$ cat config.mk
export PLATFORM = sky130hd
export DESIGN_NAME = caravel_hk_spi
export DESIGN_NICKNAME = d
export VERILOG_FILES = /design/src/rtl/caravel_hk_spi.sv
export SDC_FILE = /design/constraint.sdc
export NUM_CORES = 1
export LEC_CHECK = 0
export CORE_ASPECT_RATIO = 1.1
export CORE_MARGIN = 2
export CORE_UTILIZATION = 45
export DETAILED_ROUTE_END_ITERATION = 10
export PLACE_DENSITY = 0.69
export SKIP_CTS_REPAIR_TIMING = 1
export SYNTH_ARGS = -nofsm -noshare
export SYNTH_HDL_FRONTEND = slang
export SYNTH_SLANG_ARGS = --single-unit
$ cat constraint.sdc
create_clock -name clk_osc -period 1.9 [get_ports clk_osc]
set_clock_uncertainty 0.05 [all_clocks]
set_input_delay 0.285 -clock clk_osc [delete_from_list [all_inputs] [get_ports clk_osc]]
set_output_delay 0.285 -clock clk_osc [all_outputs]
set_load 0.02 [all_outputs]
$ cat src/rtl/caravel_hk_spi.sv
// caravel_hk_spi: housekeeping SPI slave exposing ID and SoC reset
// registers, plus a direct pass-thru from the host SPI to the flash.
module caravel_hk_spi #(
    parameter logic [15:0] MFGR_ID = 16'h0456,
    parameter logic [7:0]  PROD_ID = 8'h11
) (
    input  logic clk_osc,
    input  logic FPGA_rst,
    input  logic spi_sck,
    input  logic spi_csb,
    input  logic spi_sdi,
    output logic spi_sdo,
    output logic spi_sdo_oe,
    input  logic mgmt_flash_csb,
    input  logic mgmt_flash_clk,
    input  logic mgmt_flash_io0,
    output logic mgmt_flash_io1,
    output logic flash_csb,
    output logic flash_clk,
    output logic flash_io0,
    input  logic flash_io1,
    output logic soc_reset
);

    typedef enum logic [2:0] {
        S_IDLE,
        S_CMD,
        S_ADDR,
        S_DATA,
        S_PASS,
        S_IGN
    } state_t;

    state_t     state_q, state_d;
    logic [2:0] sck_sync_q, sck_sync_d;
    logic [1:0] csb_sync_q, csb_sync_d;
    logic [1:0] sdi_sync_q, sdi_sync_d;
    logic [2:0] bit_cnt_q, bit_cnt_d;
    logic [6:0] shift_in_q, shift_in_d;
    logic [7:0] shift_out_q, shift_out_d;
    logic [7:0] addr_q, addr_d;
    logic       rd_mode_q, rd_mode_d;
    logic       wr_mode_q, wr_mode_d;
    logic       soc_reset_q, soc_reset_d;

    logic       sck_s, csb_s, sdi_s;
    logic       sck_rise, sck_fall, last_bit;
    logic [7:0] rx_byte;

    // Register map; bit 0 of 0x0B is the only writable state.
    function automatic logic [7:0] reg_read(input logic [7:0] a,
                                            input logic       rst_bit);
        logic [7:0] v;
        case (a)
            8'h01:   v = MFGR_ID[15:8];
            8'h02:   v = MFGR_ID[7:0];
            8'h03:   v = PROD_ID;
            8'h0B:   v = {7'd0, rst_bit};
            default: v = 8'h00;
        endcase
        return v;
    endfunction

    assign sck_s    = sck_sync_q[1];
    assign csb_s    = csb_sync_q[1];
    assign sdi_s    = sdi_sync_q[1];
    assign sck_rise = sck_s & ~sck_sync_q[2];
    assign sck_fall = ~sck_s & sck_sync_q[2];
    assign last_bit = (bit_cnt_q == 3'd7);
    assign rx_byte  = {shift_in_q, sdi_s};
    assign soc_reset = soc_reset_q;

    // Two-flop synchronisers; the third SCK flop keeps the previous value.
    always_comb begin
        sck_sync_d = {sck_sync_q[1:0], spi_sck};
        csb_sync_d = {csb_sync_q[0], spi_csb};
        sdi_sync_d = {sdi_sync_q[0], spi_sdi};
    end

    // State register and all datapath flops.
    always_ff @(posedge clk_osc or negedge FPGA_rst) begin
        if (!FPGA_rst) begin
            state_q     <= S_IDLE;
            sck_sync_q  <= 3'b000;
            csb_sync_q  <= 2'b11;
            sdi_sync_q  <= 2'b00;
            bit_cnt_q   <= 3'd0;
            shift_in_q  <= 7'd0;
            shift_out_q <= 8'd0;
            addr_q      <= 8'd0;
            rd_mode_q   <= 1'b0;
            wr_mode_q   <= 1'b0;
            soc_reset_q <= 1'b0;
        end else begin
            state_q     <= state_d;
            sck_sync_q  <= sck_sync_d;
            csb_sync_q  <= csb_sync_d;
            sdi_sync_q  <= sdi_sync_d;
            bit_cnt_q   <= bit_cnt_d;
            shift_in_q  <= shift_in_d;
            shift_out_q <= shift_out_d;
            addr_q      <= addr_d;
            rd_mode_q   <= rd_mode_d;
            wr_mode_q   <= wr_mode_d;
            soc_reset_q <= soc_reset_d;
        end
    end

    // Next state: CSB high aborts everything back to IDLE.
    always_comb begin
        state_d = state_q;
        if (csb_s) begin
            state_d = S_IDLE;
        end else begin
            unique case (state_q)
                S_IDLE: state_d = S_CMD;
                S_CMD: begin
                    if (sck_rise && last_bit) begin
                        case (rx_byte)
                            8'h40, 8'h80, 8'hC0: state_d = S_ADDR;
                            8'hC4:               state_d = S_PASS;
                            default:             state_d = S_IGN;
                        endcase
                    end
                end
                S_ADDR: if (sck_rise && last_bit) state_d = S_DATA;
                default: state_d = state_q;
            endcase
        end
    end

    // Shifting, frame handling and register writes.
    always_comb begin
        bit_cnt_d   = bit_cnt_q;
        shift_in_d  = shift_in_q;
        shift_out_d = shift_out_q;
        addr_d      = addr_q;
        rd_mode_d   = rd_mode_q;
        wr_mode_d   = wr_mode_q;
        soc_reset_d = soc_reset_q;
        if (csb_s || state_q == S_IDLE) begin
            bit_cnt_d = 3'd0;
        end else if (sck_rise) begin
            shift_in_d = rx_byte[6:0];
            bit_cnt_d  = bit_cnt_q + 3'd1;
            if (last_bit) begin
                case (state_q)
                    S_CMD: begin
                        rd_mode_d = rx_byte[6];
                        wr_mode_d = rx_byte[7];
                    end
                    S_ADDR: begin
                        addr_d      = rx_byte;
                        shift_out_d = reg_read(rx_byte, soc_reset_q);
                    end
                    S_DATA: begin
                        if (wr_mode_q && addr_q == 8'h0B)
                            soc_reset_d = rx_byte[0];
                        addr_d      = addr_q + 8'd1;
                        shift_out_d = reg_read(addr_q + 8'd1, soc_reset_q);
                    end
                    default: ;
                endcase
            end
        end else if (sck_fall && state_q == S_DATA && bit_cnt_q != 3'd0) begin
            // The fall that closes a frame keeps the freshly loaded MSB.
            shift_out_d = {shift_out_q[6:0], 1'b0};
        end
    end

    // Outputs: flash mirrors the SoC except in pass-thru.
    always_comb begin
        spi_sdo        = 1'b0;
        spi_sdo_oe     = 1'b0;
        flash_csb      = mgmt_flash_csb;
        flash_clk      = mgmt_flash_clk;
        flash_io0      = mgmt_flash_io0;
        mgmt_flash_io1 = flash_io1;
        unique case (state_q)
            S_DATA: begin
                if (rd_mode_q) begin
                    spi_sdo    = shift_out_q[7];
                    spi_sdo_oe = 1'b1;
                end
            end
            S_PASS: begin
                flash_csb      = 1'b0;
                flash_clk      = spi_sck;
                flash_io0      = spi_sdi;
                spi_sdo        = flash_io1;
                spi_sdo_oe     = 1'b1;
                mgmt_flash_io1 = 1'b0;
            end
            default: ;
        endcase
    end

endmodule

==> results.cfg, run 1 <==
[die]
pin_count = 16
rows = 26
die_y_um = 76.6
core_area_um2 = 4620
start_util = 0.467
dieWidth_um = 70.0
die-area_um2 = 5360

[yosys]
ys_seq_area_frac = 0.454
yosysTopAreaCell = dfrtp_1
synth_cells = 218
synth.distinct_cells = 51
yosys.area.top_type_share = 0.429
postSynthAreaPerCell_um2 = 9.89
synth_nets = 234
synthTopCellsByArea = dfrtp_1 (43%), mux2_2 (4.7%), ha_1 (4.1%)
synth_edf_count = 0
synth_seq_cells = 39
async_reset_ff_frac = 1.00
synth_ff_type = dfrtp_1
ys.warnings.count = 0
syn_area_um2 = 2160

[final_layout]
nNetsFinal = 274
design_area_um2 = 2780
area_delta_synth_final_pct = 29.1
instances_no_fill = 315
diodes = 0
final_layout_size_suffix_gt1_frac = 0.293

[detailed_routing]
via_per_inst = 5.67
drt_wl_total_um = 4630
drt_iter0_drc = 57
first_pass_iters = 4
dr_total_vias = 1786
avgRoutedWirePerCell_um = 14.7
ant_nets = 0
drcViolationCount = 0

[worst_setup_path]
path_max_fanout = 3
cp_cell_sequence = ha_2 > ha_4 > nand3b_1 > or3_4 > a311o_1 > o211ai_1 > a221oi_1
crit_arrival_ps = 2070
worstSetupStartpointType = flip-flop
cp.required_ps = 2010
crit_slowest_cell = or3_4
cp_slowest_stage_delay_ps = 400
worstSetupPathType = flip-flop to flip-flop
crit_path_end_kind = flip-flop

[clock_network]
insertion_delay_ps = 290
clkTransAtPathRegs_ps = 70
cts_tree = done
root_buffer = clkbuf_8
cts_buffers = 5
cts.path.max_buffers = 2
cts_num_sinks = 39
htreeDepth = 2

[grt]
grt_max_degree = 40
grt_pass1_wl_um = 7570
grt_pass1_vias = 1708
overflow = 0
antenna_found_initial = 0
grt.total_usage = 0.172

[timing]
fin_ws_ps = -60.6
finalCritPeriodShare = 1.03
min_period_ps = 1960
slew_headroom = 0.675
hold_violations = 0
setup_violations = 3
final_max_slew_viol_count = 0
worstMarginPinSlew_ps = 487
rsz0062_at_grt = true
fmax_ghz = 0.510

[place]
place_hpwl_um = 3230
dp_cells = 302
place_area_um2 = 2520
place.gp.congestion = 0.864
io_buffers = 15

[flow_run]
maxCapViolCount = 0

[power]
power_leakage_nw = 1.21
ir_drop_mv = 0.552
power_density_nw_per_um2 = 692

[run_status]
violations = setup timing
status = complete, but fails checks

[worst_hold_path]
hold_path.class = flip-flop to flip-flop
-- where the power goes --
| group | switching (W) | internal, W | total (W) |
|---|---|---|---|
| registers | 0.0000653 | 0.000881 | 0.000946 |
| logic | 0.000126 | 0.000133 | 0.000259 |
| clock network | 0.000297 | 0.000425 | 0.000722 |
-- cells in the final DEF (no fill, tap or decap), types with 5 or more instances in the layout --
cell             synthesis  routed
dfrtp_1                 37      35
buf_4                    2      26
nand2_1                 21      21
a21oi_1                 15      14
nor2_1                  11      10
inv_1                    9       9
mux2_2                   9       8
clkdlybuf4s50_1          0       8
nor2b_1                  6       6
nand3_1                  6       6
clkbuf_8                 0       6
a31oi_1                  6       5
xnor2_1                  5       5
o21ai_1                  5       5
-- critical path: cells and delay by family, from the launching register on --
family	cells	cell delay, ps
fa+ha+maj	2	330
compound gates	3	540
simple gates	2	520
flops	1	380
-- cells in the mapped netlist, drive strengths merged, types with 3 or more instances --
cell     number
dfrtp        37
nand2        21
a21oi        15
mux2         12
nor2         12
inv          10
buf           9
o21ai         9
ha            7
nor3          7
a31oi         6
nand3         6
nor2b         6
xnor2         5
a221oi        4
clkbuf        4
nand2b        4
o31ai         4
nor4b         3
o2111ai       3
o22a          3
o22ai         3
-- layer usage --
layer / wire length [µm] / global-route usage / vias to the layer above
met5: 0 / 0 / -
met4: 71 / 0.0596 / 0
met3: 90 / 0.0278 / 8
met2: 2320 / 0.282 / 23
met1: 2140 / 0.232 / 882
li1: - / - / 873
-- through the flow --
step	total power (W)	setup TNS (ps)	hold WS, ps	utilization	worst slack, ps
6_report	0.00193	-132	301	0.603	-60.6
5_1_grt	0.00200	-477	315	0.603	-125
4_1_cts	0.00194	-1830	-97.8	0.572	-374
3_5_place_dp	0.00121	-99.9	224	0.546	-36.7
3_3_place_gp	0.00121	-8.33	220	0.546	-4.97
2_1_floorplan	0.00110	0	-60.6	-	52.6
-- area by class of cell --
| class | instances | area (µm²) |
|---|---|---|
| fill | 381 | 1840 |
| multi-input combinational | 156 | 1170 |
| sequential | 39 | 981 |
| timing repair buffer | 46 | 410 |
| clock buffer | 6 | 82.6 |
| tap | 56 | 70.1 |
| inverter | 10 | 37.5 |
| clock inverter | 2 | 35.0 |
-- registers in the layout, summed over array words and instances, names as in the netlist --
signal       cells
wr_mode_q        1
state_q          3
soc_reset        1
csb_sync_q       2
sdi_sync_q       2
shift_in_q       7
sck_sync_q       3
addr_q           8
bit_cnt_q        3
rd_mode_q        1
shift_out_q      8
-- kinds of logic (layout without fill, tap and decap cells) --
group / after synthesis / after routing / share of synthesized area
buffers and inverters: 23 / 64 / 0.0499
DFF: 39 / 39 / 0.454
AOI/OAI and AO/OA: 57 / 57 / 0.175
and+or+nand+nor: 73 / 73 / 0.189
xor gates and xnor gates: 6 / 6 / 0.0244
muxes: 13 / 13 / 0.0673
adders and majority gates: 7 / 7 / 0.0406
-- path summary, 6_finish.rpt --
path                       slack (ps)                          to                startpoint  depth (start not counted)
max reg2reg                       -60  shift_out_q[1]$_DFFE_PN0P_  bit_cnt_q[1]$_DFFE_PN0P_                          7
min reg2reg                       300     sck_sync_q[1]$_DFF_PN0_   sck_sync_q[0]$_DFF_PN0_                          0
min in group asynchronous         440     sck_sync_q[0]$_DFF_PN0_                  FPGA_rst                          3
max in group asynchronous        1110     csb_sync_q[0]$_DFF_PN1_                  FPGA_rst                          3
max                               -60  shift_out_q[1]$_DFFE_PN0P_  bit_cnt_q[1]$_DFFE_PN0P_                          7
min                               300     sck_sync_q[1]$_DFF_PN0_   sck_sync_q[0]$_DFF_PN0_                          0
No activity file was read; power rests on OpenSTA's default activity.
==> run 2: changes to the inputs <==
--- a/config.mk
+++ b/config.mk
@@ -9,7 +9,7 @@
 export CORE_MARGIN = 2
 export CORE_UTILIZATION = 45
 export DETAILED_ROUTE_END_ITERATION = 10
-export PLACE_DENSITY = 0.69
+export PLACE_DENSITY = 0.62
 export SKIP_CTS_REPAIR_TIMING = 1
 export SYNTH_ARGS = -nofsm -noshare
 export SYNTH_HDL_FRONTEND = slang
==> run 2 against run 1 <==
Effect of this change: first-iteration DRC count up 16%; flip-flop and latch count unchanged; non-clock buffer count up 1; worst hold slack worse by 310 ps; global-route usage up 1.5 points; register-to-register slack worse by 20 ps; core utilization up 0.60 points; critical path depth unchanged; cell area up 0.99%; via count up 0.22%; critical path type is now flip-flop to primary output; highest routed layer unchanged; setup slack worse by 39 ps; the run ends with hold timing, setup timing left; sequential share of layout area down 0.35 points; largest power group unchanged.
==> results.cfg, run 2 (same netlist as run 1, synthesis figures left out) <==
[die]
rows = 26
dieWidth_um = 70.0
start_util = 0.467
pin_count = 16
core_area_um2 = 4620
die_y_um = 76.6
die-area_um2 = 5360

[clock_network]
cts_num_sinks = 39
cts_buffers = 5
cts.path.max_buffers = 2
clkTransAtPathRegs_ps = 80
root_buffer = clkbuf_8
htreeDepth = 2
insertion_delay_ps = 300
cts_tree = done

[worst_setup_path]
crit_path_frequent_cell = buf_4
cp.required_ps = 1560
crit_start = state_q[2]$_DFFE_PN0P_
critPathBufInv = 5
cp_slowest_stage_delay_ps = 370
crit_family = buffers and inverters
r2r_start = bit_cnt_q[1]$_DFFE_PN0P_
crit_path_end_kind = primary output
worstSetupPathType = flip-flop to primary output
cp_cell_sequence = inv_2 > nor3_2 > buf_4 > buf_4 > buf_4 > mux2_2 > buf_2
crit_arrival_ps = 1660
path_max_fanout = 3
crit_slowest_cell = dfrtp_1
worstSetupStartpointType = flip-flop

[place]
dp_cells = 302
place.gp.congestion = 0.860
place_ws_ps = -35.7
io_buffers = 15
place_hpwl_um = 3270

[power]
power_switching_w = 0.000524
power_leakage_nw = 1.20
intPower_w = 0.00127
combinationalPowerShare = 0.152
ir_drop_mv = 0.532
p_sw_frac = 0.292
power_density_nw_per_um2 = 639
clkPwrFrac = 0.315
seqPwrFrac = 0.533

[grt]
grt_max_degree = 40
grt_pass1_wl_um = 8070
grt.total_usage = 0.188
antenna_found_initial = 0
overflow = 0
grt_pass1_vias = 1728

[final_layout]
top_regs = addr_q x8, shift_out_q x8, shift_in_q x7
post-route-util = 0.609
mostFrequentLayoutCells = dfrtp_1 (35), buf_4 (29), nand2_1 (21), a21oi_1 (13), nor2_1 (9)
instances_no_fill = 316
final_common_cell = dfrtp_1
diodes = 0
final_layout_size_suffix_gt1_frac = 0.338
nNetsFinal = 275
area_delta_synth_final_pct = 30.4

[timing]
hold_violations = 23
whs_ps = -9.81
finalCritPeriodShare = 1.05
slew_headroom = 0.663
fin_ws_ps = -99.6
min_period_ps = 2000
fmax_ghz = 0.500
setup_violations = 3
final_max_slew_viol_count = 0
worstMarginPinSlew_ps = 505
rsz0062_at_grt = true

[detailed_routing]
drt_wl_total_um = 4920
avgRoutedWirePerCell_um = 15.6
via_per_inst = 5.66
dr_total_vias = 1790
ant_nets = 0
drcViolationCount = 0
first_pass_iters = 4
drt_iter0_drc = 66

[worst_hold_path]
hold_path.class = input port to asynchronous set/reset pin

[run_status]
violations = hold timing, setup timing
status = complete, but fails checks

[flow_run]
maxCapViolCount = 0
[run 2: cell types whose count changed in the layout (fill, tap and decap cells not counted), sizes merged]
cell	previous run	this run
buf	32	35
clkbuf	7	5
clkinvlp	0	2
bufinv	1	0
dlygate4sd3	1	0
[run 2: layout make-up]
class / instances / area [µm²]
inverter: 10 / 37.5
sequential: 39 / 981
tap: 56 / 70.1
clock buffer: 5 / 68.8
timing repair buffer: 47 / 403
clock inverter: 3 / 20.0
fill: 413 / 1810
multi-input combinational: 156 / 1230
[run 2: worst paths after layout]
| kind | cells after the start | slack [ps] | endpoint |
|---|---|---|---|
| setup reg to reg | 7 | -80 | shift_out_q[6]$_DFFE_PN0P_ |
| hold reg to reg | 0 | 310 | sck_sync_q[1]$_DFF_PN0_ |
| setup / recovery | 7 | -100 | flash_io0 |
| hold / removal | 2 | -10 | shift_out_q[2]$_DFFE_PN0P_ |
| max in group asynchronous | 2 | 1440 | addr_q[0]$_DFFE_PN0P_ |
| min in group clk_osc | 0 | 310 | sck_sync_q[1]$_DFF_PN0_ |
[run 2: metal layers]
metal	wire length (µm)	vias up	GRT usage
met5	0	-	0
met4	62	0	0.0712
met3	131	6	0.0370
met2	2430	28	0.299
met1	2300	880	0.253
li1	-	876	-
[run 2: metrics by stage]
step	cell area (µm²)	total power (W)	setup TNS, ps
floorplan	2170	0.00110	0
global placement	2510	0.00121	0
detailed placement	2510	0.00121	-70.0
CTS	2600	0.00178	-1900
global route	2810	0.00189	-1200
finish	2810	0.00180	-248
[run 2: power groups by stage]
stage          sequential [W]  combinational [W]  clock, W
2_1_floorplan        0.000938           0.000160         0
3_3_place_gp         0.000967           0.000242         0
3_5_place_dp         0.000969           0.000243         0
4_1_cts              0.000952           0.000244  0.000589
5_1_grt              0.000970           0.000303  0.000615
6_report             0.000957           0.000273  0.000566
==> edit 1 (flow settings as in run 1) <==
`shift_in_q` no longer has a reset.
--- a/src/rtl/caravel_hk_spi.sv
+++ b/src/rtl/caravel_hk_spi.sv
@@ -85,7 +85,6 @@
             csb_sync_q  <= 2'b11;
             sdi_sync_q  <= 2'b00;
             bit_cnt_q   <= 3'd0;
-            shift_in_q  <= 7'd0;
             shift_out_q <= 8'd0;
             addr_q      <= 8'd0;
             rd_mode_q   <= 1'b0;
@@ -97,13 +96,16 @@
             csb_sync_q  <= csb_sync_d;
             sdi_sync_q  <= sdi_sync_d;
             bit_cnt_q   <= bit_cnt_d;
-            shift_in_q  <= shift_in_d;
             shift_out_q <= shift_out_d;
             addr_q      <= addr_d;
             rd_mode_q   <= rd_mode_d;
             wr_mode_q   <= wr_mode_d;
             soc_reset_q <= soc_reset_d;
         end
+    end
+
+    always_ff @(posedge clk_osc) begin
+        shift_in_q <= shift_in_d;
     end
 
     // Next state: CSB high aborts everything back to IDLE.
Behaviour: same outputs for any inputs over 10 cycles, from zero or initial values and one cycle with FPGA_rst low; that may be too few to reach the edited logic, so the function may still have changed.
==> edit 1 against run 1 <==
The flow still finishes with violations (setup timing). Synthesized area is 2.6% lower. Sequential cell count is the same. Wire length up 8.3%. Utilization grew 0.78 points. Design area is 0.13% lower. Worst setup slack improved by 0.050 ns.
Power is not compared: it rests on default switching activity, and its combinational part moved more than twofold at a synthesized area within 25%.
==> edit 1: results (changes against run 1) <==
| Metric | Value |
|---|---|
| Failing checks | setup timing (unchanged) |
| Tot GR Track Use | 18.9% (was 17.2%) |
| Worst setup margin | -0.0103 ns (was -0.0606 ns) |
| Synth top area cells | dfrtp_1 (36%), edfxtp_1 (10%), a21oi_1 (5.5%) (was dfrtp_1 (43%), mux2_2 (4.7%), ha_1 (4.1%)) |
| Initial DRC Count | 191 (was 57) |
| Worst Tran Pin Value | 0.475 ns (was 0.487 ns) |
| RR Endpoint | shift_out_q[0] (was shift_out_q[1]) |
| Vias/cell | 5.63 (was 5.67) |
| Post-synth top area share | 35.7% (was 42.9%) |
| First-pass GRT wire length | 7840 um (was 7570 um) |
| Final setup viols | 1 (was 3) |
| Status | finished, violations left (unchanged) |
| Fillers | 391 (was 381) |
| EDFF count, synth | 7 (was 0) |
| Setup TNS | -0.0103 ns (was -0.132 ns) |
| WHS Endpoint | sdi_sync_q[1] (was sck_sync_q[1]) |
| Origin of the worst setup path | state_q[0] (was bit_cnt_q[1]) |
| Yosys cell types | 49 (was 51) |
| HP Start | sdi_sync_q[0] (was sck_sync_q[0]) |
| Commonest cells in the netlist | dfrtp_1 (30), nand2_1 (30), a21oi_1 (23) (was dfrtp_1 (37), nand2_1 (21), a21oi_1 (15)) |
| Layout cell share with drive strength beyond 1 | 27.8% (was 29.3%) |
| Detailed-placement wirelength estimate | 3570 um (was 3230 um) |
| Crit path to | flash_io0 (was shift_out_q[1]) |
| Drt total wl | 5010 um (was 4630 um) |
| Setup slack, reg-to-reg | 0.03 ns (was -0.06 ns) |
## edit 1: cell count changes in the layout (fill, tap and decap cells not counted), moves of 5 or more
cell / delta
edfxtp_1: +7
dfrtp_1: -5
buf_4: +7
a21oi_1: +9
mux2_2: -7
nor2_1: +5
nand2_1: +9
## edit 1: critical path: stages, from the launching register on
cell and delay, ns:
dfrtp_1 0.40, nor3b_2 0.22, buf_4 0.15, buf_4 0.10, mux2_4 0.29, buf_6 0.13
## edit 1: logic make-up (layout without fill, tap and decap cells)
| logic type | after synthesis | in the layout | share of synthesized area [%] |
|---|---|---|---|
| multiplexers | 6 | 6 | 3.16 |
| flip-flops | 39 | 39 | 48.2 |
| AO/OA/AOI/OAI | 60 | 60 | 18.6 |
| XOR/XNOR | 3 | 3 | 1.25 |
| adder cells (fa/ha/maj) | 7 | 7 | 4.17 |
| AND/OR/NAND/NOR | 87 | 87 | 21.5 |
| buffers and inverters | 16 | 68 | 3.10 |
## edit 1: final cells by class
class                   instances  area, um^2  area share [%]
clock inverters                 3        25.0           0.900
well taps                      56        70.1            2.52
inverters                       9        33.8            1.22
clock buffers                   5        68.8            2.48
multi-input cells             163        1130            40.6
repair buffers                 51         439            15.8
flip-flops and latches         39        1010            36.5
## edit 1: layer usage
metal | wire length (um) | track usage, % | share of wire, %
met1 | 2320 | 24.5 | 46
met2 | 2460 | 32.3 | 49
met3 | 150 | 3.31 | 3.0
met4 | 76 | 7.19 | 1.5
met5 | 0 | 0 | 0
## edit 1: through the flow
step	hold WS (ns)	power [mW]
6_report	0.308	1.55
5_1_grt	0.317	1.60
4_1_cts	0.311	1.56
3_5_place_dp	0.295	0.986
3_3_place_gp	0.287	0.984
2_1_floorplan	-0.0606	0.925
==> edit 2 (flow settings as in run 1) <==
Made on the original files. Register the output `flash_io0`, without a reset; this adds one clock of latency there. The other outputs are not delayed to match.
--- a/src/rtl/caravel_hk_spi.sv
+++ b/src/rtl/caravel_hk_spi.sv
@@ -30,6 +30,8 @@
         S_PASS,
         S_IGN
     } state_t;
+
+    logic flash_io0_d;
 
     state_t     state_q, state_d;
     logic [2:0] sck_sync_q, sck_sync_d;
@@ -174,7 +176,7 @@
         spi_sdo_oe     = 1'b0;
         flash_csb      = mgmt_flash_csb;
         flash_clk      = mgmt_flash_clk;
-        flash_io0      = mgmt_flash_io0;
+        flash_io0_d    = mgmt_flash_io0;
         mgmt_flash_io1 = flash_io1;
         unique case (state_q)
             S_DATA: begin
@@ -186,7 +188,7 @@
             S_PASS: begin
                 flash_csb      = 1'b0;
                 flash_clk      = spi_sck;
-                flash_io0      = spi_sdi;
+                flash_io0_d    = spi_sdi;
                 spi_sdo        = flash_io1;
                 spi_sdo_oe     = 1'b1;
                 mgmt_flash_io1 = 1'b0;
@@ -195,5 +197,9 @@
         endcase
     end
 
+    always_ff @(posedge clk_osc) begin
+        flash_io0 <= flash_io0_d;
+    end
+
 endmodule
 
Function: changed (Yosys sat finds a counterexample within 4 cycles, from zero or initial values and one cycle with FPGA_rst low).
==> edit 2 against run 1 <==
The flow finishes with violations (hold timing, setup timing). First-iteration DRC count grew 88%. Wire length is 5.1% higher. Synthesized cell count grew 0.46%. Highest routed layer unchanged. Synthesized area up 0.93%. Largest cell class unchanged. Count of clock-buffer cells in the layout did not move. Largest power group unchanged. Total power shrank 6.1%. Design area rose by 0.40%. Sequential cell count up 1. Global-route usage rose by 0.40 points. Worst setup slack lost 0.052 ns.
==> edit 2: results (changes against run 1) <==
| Metric | Value |
|---|---|
| Worst setup margin | -0.112 ns (was -0.0606 ns) |
| P_seq | 0.975 mW (was 0.946 mW) |
| Layout cell share with drive strength beyond 1 | 29.2% (was 29.3%) |
| First-pass GRT wire length | 7640 um (was 7570 um) |
| Tot GR Track Use | 17.6% (was 17.2%) |
| Design Power | 1.81 mW (was 1.93 mW) |
| Drt total wl | 4860 um (was 4630 um) |
| DR WL met3 | 141 um (was 90 um) |
| Slew HR | 67.4% (was 67.5%) |
| Non-clock buffer share | 15.1% (was 14.7%) |
| Final Hold Vio Count | 24 (was 0) |
| DR vias | 1800 (was 1786) |
| Failing checks | hold timing, setup timing (was setup timing) |
| Hold Slack | -0.0209 ns (was 0.301 ns) |
| Final setup viols | 5 (was 3) |
| Post-synthesis sequential area ratio | 45.9% (was 45.4%) |
| Fraction of area in registers | 35.8% (was 35.2%) |
| Met2 Use GR | 27.0% (was 28.2%) |
| Adder-Cell Fraction of Synth Area | 4.03% (was 4.06%) |
| Initial DRC Count | 107 (was 57) |
| Syn Nets | 235 (was 234) |
| Synth top area cells | dfrtp_1 (43%), mux2_2 (4.7%), ha_1 (4.0%) (was dfrtp_1 (43%), mux2_2 (4.7%), ha_1 (4.1%)) |
| Slowest cell delay on critical path | 0.37 ns (was 0.40 ns) |
| Synth Area in Compound Gates | 17.4% (was 17.5%) |
| Post-synthesis mux area share | 6.67% (was 6.73%) |
| Clk sink count | 40 (was 39) |
| Status | finished, violations left (unchanged) |
| Setup TNS | -0.409 ns (was -0.132 ns) |
| Met3 usage | 3.68% (was 2.78%) |
| Comb power | 0.284 mW (was 0.259 mW) |
| Met1 usage | 24.6% (was 23.2%) |
| Async SR Flop Fraction | 97.5% (was 100%) |
| Vias in the first global route | 1632 (was 1708) |
| Clock transition at path regs | 0.09 ns (was 0.07 ns) |
| Peak supply drop | 0.489 mV (was 0.552 mV) |
| Pre-CTS setup slack | -0.245 ns (was -0.0367 ns) |
| Slowest-stage cell, CP | dfrtp_1 (was or3_4) |
[edit 2: final timing paths]
path / from / end / slack [ns] / cells after the start
setup / recovery: bit_cnt_q[0] / shift_out_q[6] / -0.11 / 8
hold / removal: FPGA_rst / shift_out_q[5] / -0.02 / 2
setup reg to reg: bit_cnt_q[0] / shift_out_q[6] / -0.11 / 8
hold reg to reg: sck_sync_q[0] / sck_sync_q[1] / 0.30 / 0
max in group asynchronous: FPGA_rst / csb_sync_q[1] / 1.45 / 2
min in group clk_osc: sck_sync_q[0] / sck_sync_q[1] / 0.30 / 0
[edit 2: cell families after synthesis]
group | after synthesis
flip-flops | 40
AO/OA/AOI/OAI | 57
AND/OR/NAND/NOR | 73
XOR/XNOR | 6
adder cells (fa/ha/maj) | 7
buffers and inverters | 23
multiplexers | 13
[edit 2: through the flow]
step                      cell area, um^2  instances  utilization [%]
after floorplan                      2190        219                -
after global placement               2510        300             53.9
after detailed placement             2510        300             53.9
after CTS                            2590        308             55.8
after global routing                 2800        316             60.1
final                                2800        316             60.1
